==> src/rtl/bnn_pe_pkg.sv <==
// Shared types and sizing helpers for the binary conv PE family.
// Used by the XNOR-popcount PE, its interface and the FC layer.
package bnn_pe_pkg;

  typedef enum logic [1:0] {
    IDLE,
    ACCUM,
    OUT
  } pe_state_e;

  function automatic int acc_width(input int ch, input int taps);
    return $clog2(ch * taps + 1);
  endfunction

endpackage

==> src/rtl/xnor_popcount_pe_if.sv <==
// Activation-in / result-out valid-ready streams of the XNOR PE.
// The master drives activations and accepts results.
interface xnor_popcount_pe_if
  import bnn_pe_pkg::*;
#(
  parameter int CH_WIDTH  = 32,
  parameter int ACC_WIDTH = acc_width(32, 9)
);

  logic                 act_valid;
  logic                 act_ready;
  logic [CH_WIDTH-1:0]  act_data;
  logic                 out_valid;
  logic                 out_ready;
  logic [ACC_WIDTH-1:0] out_sum;
  logic                 out_bit;

  modport master (
    output act_valid,
    output act_data,
    input  act_ready,
    input  out_valid,
    input  out_sum,
    input  out_bit,
    output out_ready
  );

  modport slave (
    input  act_valid,
    input  act_data,
    output act_ready,
    output out_valid,
    output out_sum,
    output out_bit,
    input  out_ready
  );

endinterface

==> src/rtl/popcount_xnor.sv <==
// Combinational popcount of ~(act ^ weight) as a balanced adder tree.
// Inputs are zero-padded to a power of two; pad bits count as zero.
module popcount_xnor #(
  parameter int CH_WIDTH = 32,
  parameter int CNT_W    = $clog2(CH_WIDTH + 1)
) (
  input  logic [CH_WIDTH-1:0] act,
  input  logic [CH_WIDTH-1:0] weight,
  output logic [CNT_W-1:0]    count
);

  localparam int LV = $clog2(CH_WIDTH);
  localparam int P  = 1 << LV;

  logic [P-1:0] bits;

  assign bits = P'(~(act ^ weight));

  for (genvar l = 0; l <= LV; l++) begin : g_lv
    logic [CNT_W-1:0] s [P >> l];
    for (genvar i = 0; i < (P >> l); i++) begin : g_n
      if (l == 0) begin : g_leaf
        assign s[i] = CNT_W'(bits[i]);
      end else begin : g_add
        assign s[i] = g_lv[l-1].s[2*i] + g_lv[l-1].s[2*i+1];
      end
    end
  end

  assign count = g_lv[LV].s[0];

endmodule

==> src/rtl/xnor_popcount_pe.sv <==
// Binary conv PE: XNOR-popcount over a TAPS-beat window with threshold.
// Weights daisy-chain through a shift bank; w_out feeds the next PE.
module xnor_popcount_pe
  import bnn_pe_pkg::*;
#(
  parameter int CH_WIDTH  = 32,
  parameter int TAPS      = 9,
  parameter int ACC_WIDTH = acc_width(CH_WIDTH, TAPS)
) (
  input  logic                 clk,
  input  logic                 rst,
  input  logic                 clear,
  input  logic                 w_load,
  input  logic [CH_WIDTH-1:0]  w_in,
  output logic [CH_WIDTH-1:0]  w_out,
  input  logic [ACC_WIDTH-1:0] threshold,
  output logic                 busy,
  xnor_popcount_pe_if.slave    pe
);

  localparam int TW = (TAPS > 1) ? $clog2(TAPS) : 1;
  localparam int PW = $clog2(CH_WIDTH + 1);
  localparam logic [TW-1:0] LAST = TW'(TAPS - 1);
  localparam pe_state_e START = (TAPS == 1) ? OUT : ACCUM;

  pe_state_e            state, state_nx;
  logic [CH_WIDTH-1:0]  bank [TAPS];
  logic [TW-1:0]        tap_cnt;
  logic [ACC_WIDTH-1:0] acc, sum_nx;
  logic [PW-1:0]        pc;
  logic                 act_ready, accept, last;

  popcount_xnor #(
    .CH_WIDTH (CH_WIDTH),
    .CNT_W    (PW)
  ) u_pc (
    .act    (pe.act_data),
    .weight (bank[LAST - tap_cnt]),
    .count  (pc)
  );

  // acc and tap_cnt are zero outside ACCUM, so every beat is acc+term
  assign sum_nx       = acc + ACC_WIDTH'(pc);
  assign last         = (tap_cnt == LAST);
  assign accept       = pe.act_valid && act_ready;
  assign pe.act_ready = act_ready;
  assign busy         = (state != IDLE);
  assign w_out        = bank[TAPS-1];

  always_comb begin
    act_ready = 1'b0;
    unique case (state)
      IDLE:    act_ready = !w_load;
      ACCUM:   act_ready = 1'b1;
      OUT:     act_ready = pe.out_ready;
      default: act_ready = 1'b0;
    endcase
    if (clear || !rst) act_ready = 1'b0;
  end

  always_comb begin
    state_nx = state;
    unique case (state)
      IDLE:    if (accept) state_nx = START;
      ACCUM:   if (accept && last) state_nx = OUT;
      OUT:     if (pe.out_ready) state_nx = accept ? START : IDLE;
      default: state_nx = IDLE;
    endcase
    if (clear) state_nx = IDLE;
  end

  always_ff @(posedge clk or negedge rst) begin
    if (!rst) state <= IDLE;
    else      state <= state_nx;
  end

  always_ff @(posedge clk or negedge rst) begin
    if (!rst) begin
      acc          <= '0;
      tap_cnt      <= '0;
      pe.out_valid <= 1'b0;
      pe.out_sum   <= '0;
      pe.out_bit   <= 1'b0;
      for (int i = 0; i < TAPS; i++) bank[i] <= '0;
    end else if (clear) begin
      acc          <= '0;
      tap_cnt      <= '0;
      pe.out_valid <= 1'b0;
    end else begin
      if (w_load && state == IDLE) begin
        bank[0] <= w_in;
        for (int i = 1; i < TAPS; i++) bank[i] <= bank[i-1];
      end
      if (state == OUT && pe.out_ready) pe.out_valid <= 1'b0;
      if (accept) begin
        if (last) begin
          pe.out_sum   <= sum_nx;
          pe.out_bit   <= (sum_nx >= threshold);
          pe.out_valid <= 1'b1;
          acc          <= '0;
          tap_cnt      <= '0;
        end else begin
          acc     <= sum_nx;
          tap_cnt <= tap_cnt + 1'b1;
        end
      end
    end
  end

endmodule

==> src/flat_wrapper.sv <==
// flat-port wrapper written by rule: the top's interface ports become plain ports
module xnor_popcount_pe_flat import bnn_pe_pkg::*;
#(
  parameter int CH_WIDTH  = 32,
  parameter int TAPS      = 9,
  parameter int ACC_WIDTH = acc_width(CH_WIDTH, TAPS)
)
  (clk, rst, clear, w_load, w_in, w_out, threshold, busy, pe_act_valid, pe_act_data, pe_act_ready, pe_out_valid, pe_out_sum, pe_out_bit, pe_out_ready);
  xnor_popcount_pe_if #(.CH_WIDTH(CH_WIDTH), .ACC_WIDTH(ACC_WIDTH)) pe_i ();
  input  logic clk;
  input  logic rst;
  input  logic clear;
  input  logic w_load;
  input  logic [CH_WIDTH-1:0] w_in;
  output logic [CH_WIDTH-1:0] w_out;
  input  logic [ACC_WIDTH-1:0] threshold;
  output logic busy;
  input wire logic [$bits(pe_i.act_valid)-1:0] pe_act_valid;
  input wire logic [$bits(pe_i.act_data)-1:0] pe_act_data;
  output wire logic [$bits(pe_i.act_ready)-1:0] pe_act_ready;
  output wire logic [$bits(pe_i.out_valid)-1:0] pe_out_valid;
  output wire logic [$bits(pe_i.out_sum)-1:0] pe_out_sum;
  output wire logic [$bits(pe_i.out_bit)-1:0] pe_out_bit;
  input wire logic [$bits(pe_i.out_ready)-1:0] pe_out_ready;
  assign pe_i.act_valid = pe_act_valid;
  assign pe_i.act_data = pe_act_data;
  assign pe_act_ready = pe_i.act_ready;
  assign pe_out_valid = pe_i.out_valid;
  assign pe_out_sum = pe_i.out_sum;
  assign pe_out_bit = pe_i.out_bit;
  assign pe_i.out_ready = pe_out_ready;
  xnor_popcount_pe #(.CH_WIDTH(CH_WIDTH), .TAPS(TAPS), .ACC_WIDTH(ACC_WIDTH)) u_core (.clk(clk), .rst(rst), .clear(clear), .w_load(w_load), .w_in(w_in), .w_out(w_out), .threshold(threshold), .busy(busy), .pe(pe_i));
endmodule
==> config.mk <==
export PLATFORM = sky130hd
export DESIGN_NAME = xnor_popcount_pe_flat
export DESIGN_NICKNAME = d
export VERILOG_FILES = /design/src/rtl/bnn_pe_pkg.sv /design/src/rtl/xnor_popcount_pe_if.sv /design/src/rtl/popcount_xnor.sv /design/src/rtl/xnor_popcount_pe.sv /design/src/flat_wrapper.sv
export SDC_FILE = /design/constraint.sdc
export NUM_CORES = 1
export LEC_CHECK = 0
export BUFFER_PORTS_ARGS = -buffer_cell sky130_fd_sc_hd__buf_2
export CORE_MARGIN = 2
export CORE_UTILIZATION = 30
export CTS_CLUSTER_DIAMETER = 150
export DETAILED_ROUTE_END_ITERATION = 6
export SYNTH_ARGS = -nofsm -noshare
export SYNTH_HDL_FRONTEND = slang
export SYNTH_HIERARCHICAL = 1
export SYNTH_SLANG_ARGS = --single-unit
==> constraint.sdc <==
create_clock -name clk -period 8.8 [get_ports clk]
set_input_delay 0.44 -clock clk [delete_from_list [all_inputs] [get_ports clk]]
set_output_delay 0.44 -clock clk [all_outputs]
set_load 0.02 [all_outputs]
==> results.cfg <==
[grt]
grt_pass1_wl_mm = 54.7
grt.met3_usage_pct = 2.30
track_usage_pct = 12.5
grt_use_met1_pct = 17.5
grt_max_degree = 153
grtUsageMet2_pct = 19.4
grt_pass1_vias = 9491
busiest_layer = met2
grt_overflow = 0
antenna_found_initial = 0

[routing]
via_count = 9013
drt_first_pass_iters = 4
ant_nets = 0
drcViolationCount = 0
drt_iter0_markers = 482
wl_per_cell_um = 18.3
wl_mm = 35.1
via_per_inst = 4.70

[sta]
setup_viol = 0
timing.fmax_ghz = 0.121
grt_setup_unrepaired = false
drv_slew = 0
hold_viol_final = 0
worst_pin_slew_ns = 0.929
fin_crit_sh_pct = 94.0
min_period_ns = 8.27
tns_ns = 0
fin_skew_ns = 0.0187
relSlewSlack_pct = 38.1

[logic_synthesis]
synth.cell_area_sq_um = 16100
synthTopCellsByCount = dfrtp_1 (314), mux2_1 (202), mux2_2 (94)
ys.warnings.count = 6
ys_types = 44
avgSynthCellArea_sq_um = 14.5
synth_most_common_cell = dfrtp_1
synth_cells = 1111
syn_nets = 1249
yosys.area.top_type = dfrtp_1
synth-main-ff-cell = dfrtp_1
synthDominantCellAreaShare_pct = 48.8
synth_edf_count = 0
seq_area_frac_synth_pct = 48.8
synthTopCellsByArea = dfrtp_1 (49%), mux2_1 (14%), mux4_2 (8.9%)
async_reset_ff_share_pct = 100
ys_seq_elements = 314

[finish]
drive_gt1_share_pct = 30.3
nNetsFinal = 1342
area_delta_synth_final_pct = 14.8
fin_cells = 1919

[place]
hpwl_mm = 22.8
placed_cells = 1843
gp_congestion = 0.760
numPortBuffers = 123

[worst_setup_path]
crit_start = u_core/tap_cnt[0]$_DFFE_PN0P_
regToRegStartpoint = u_core/tap_cnt[0]$_DFFE_PN0P_
end_kind = flop
crit_slowest_cell = fa_1
required_ns = 9.20
max_stage_delay_ns = 0.57
cp.arrival_ns = 8.67
start_kind = flop
cp_common_cell = inv_1
crit_type = flop to flop
cp_max_fo = 11

[floorplanning]
ioPinCount = 124
die_h_um = 236
rows = 84
die_area_sq_um = 55600
start_util_pct = 30.5
core_sq_um = 52900
die_w_um = 236

[flow_run]
drv_cap = 0

[clocking]
numClockSinks = 314
htree_levels = 2
numCtsBuffers = 38
cts_tree = built
clk_pin_slew_ns = 0.06
insertion_delay_ns = 0.55
ctsLongestPathBuffers = 3
clockRootBuffer = clkbuf_16

[outcome]
outcome = finished clean

[hold_path]
hold_path_startpoint = w_in[26]
hold_path_class = input port to flop
## sequential cells by signal, summed over array words and instances (netlist names)
signal / cells
u_core/w_out: 32
u_core/pe.out_bit: 1
u_core/bank: 256
u_core/pe.out_valid: 1
u_core/state: 2
u_core/pe.out_sum: 9
u_core/tap_cnt: 4
u_core/acc: 9
## layout by cell type (no fill, tap or decap), drive strengths merged
master / Yosys / final
dfrtp: 314 / 314
mux2: 296 / 296
buf: 85 / 141
mux4: 64 / 64
clkbuf: 8 / 58
inv: 50 / 52
nand2: 43 / 43
o21ai: 40 / 40
xnor2: 35 / 35
mux2i: 34 / 34
ha: 34 / 34
fa: 25 / 25
a21oi: 12 / 12
xor2: 12 / 12
a22o: 10 / 10
a21o: 8 / 8
clkinv: 0 / 7
nor2: 6 / 6
nand3b: 5 / 5
nand2b: 4 / 4
bufinv: 0 / 3
o211ai: 3 / 3
nor2b: 3 / 3
a211oi: 2 / 2
o21bai: 2 / 2
and3b: 2 / 2
nand3: 2 / 2
nand4: 2 / 2
nor3: 2 / 2
diode: 0 / 1
dlygate4sd3: 0 / 1
and3: 1 / 1
or2: 1 / 1
o311ai: 1 / 1
nor3b: 1 / 1
a31oi: 1 / 1
nand4b: 1 / 1
a211o: 1 / 1
a221oi: 1 / 1
## cell families after synthesis
logic type	count (synthesis)	synth area share, %
xor+xnor	47	2.60
simple gates	73	2.20
compound gates	81	3.13
buf+inv	143	5.81
flops	314	48.8
mux	394	31.7
fa+ha+maj	59	5.75
## metrics by stage
stage	hold WS, ns	instance area [sq um]	setup WS (ns)	utilization [%]
finish	0.107	18500	0.525	35.0
global route	0.0815	18500	0.0257	35.0
CTS	0.0703	18300	0.354	34.7
detailed placement	0.476	17100	0.365	32.3
global placement	0.469	17100	0.541	32.3
floorplan	0.144	16100	0.300	-
## what timing repair did
| action | in CTS | in global routing |
|---|---|---|
| setup endpoints to repair | 0 | 1 |
| hold buffers | 1 | 0 |
| endpoints found under the hold margin | 31 | 0 |
| buffers inserted | 0 | 4 |
| resized for setup | 0 | 7 |
## path summary, 6_finish.rpt
check	to	slack (ns)	depth (start not counted)
worst max-delay path	u_core/pe.out_bit$_DFFE_PN0P_	0.53	34
worst min-delay path	u_core/bank[282]$_DFFE_PN0P_	0.11	2
worst max register to register	u_core/pe.out_bit$_DFFE_PN0P_	0.53	34
worst min register to register	u_core/pe.out_sum[0]$_DFFE_PN0P_	0.49	2
max in group asynchronous	u_core/tap_cnt[0]$_DFFE_PN0P_	5.93	4
min in group asynchronous	u_core/bank[140]$_DFFE_PN0P_	0.56	2
## layer usage
| layer | up-vias | routed length (um) |
|---|---|---|
| met2 | 169 | 16100 |
| met3 | 49 | 1660 |
| met5 | - | 0 |
| li1 | 4136 | - |
| met1 | 4659 | 16600 |
| met4 | 0 | 774 |
## critical path, delay by kind of cell (launching register included)
kind                     cells  cell delay, ns
AND/OR/NAND/NOR              2            0.21
XOR/XNOR                     2            0.40
buffers and inverters        9            0.64
multiplexers                 2            0.42
adder cells (fa/ha/maj)     12            4.81
AO/OA/AOI/OAI                7            1.17
flip-flops                   1            0.46
## layout make-up
cell class | count | area [sq um]
Fill cell | 5124 | 34400
Multi-Input combinational cell | 654 | 7390
Clock inverter | 12 | 146
Tap cell | 688 | 861
Antenna cell | 1 | 2.50
Clock buffer | 54 | 1110
Timing Repair Buffer | 146 | 940
Sequential cell | 314 | 7860
Inverter | 50 | 188
Power is left out: the tool's default activity adds up to more than one toggle a clock period on the data nets, which glitch-free logic cannot reach.
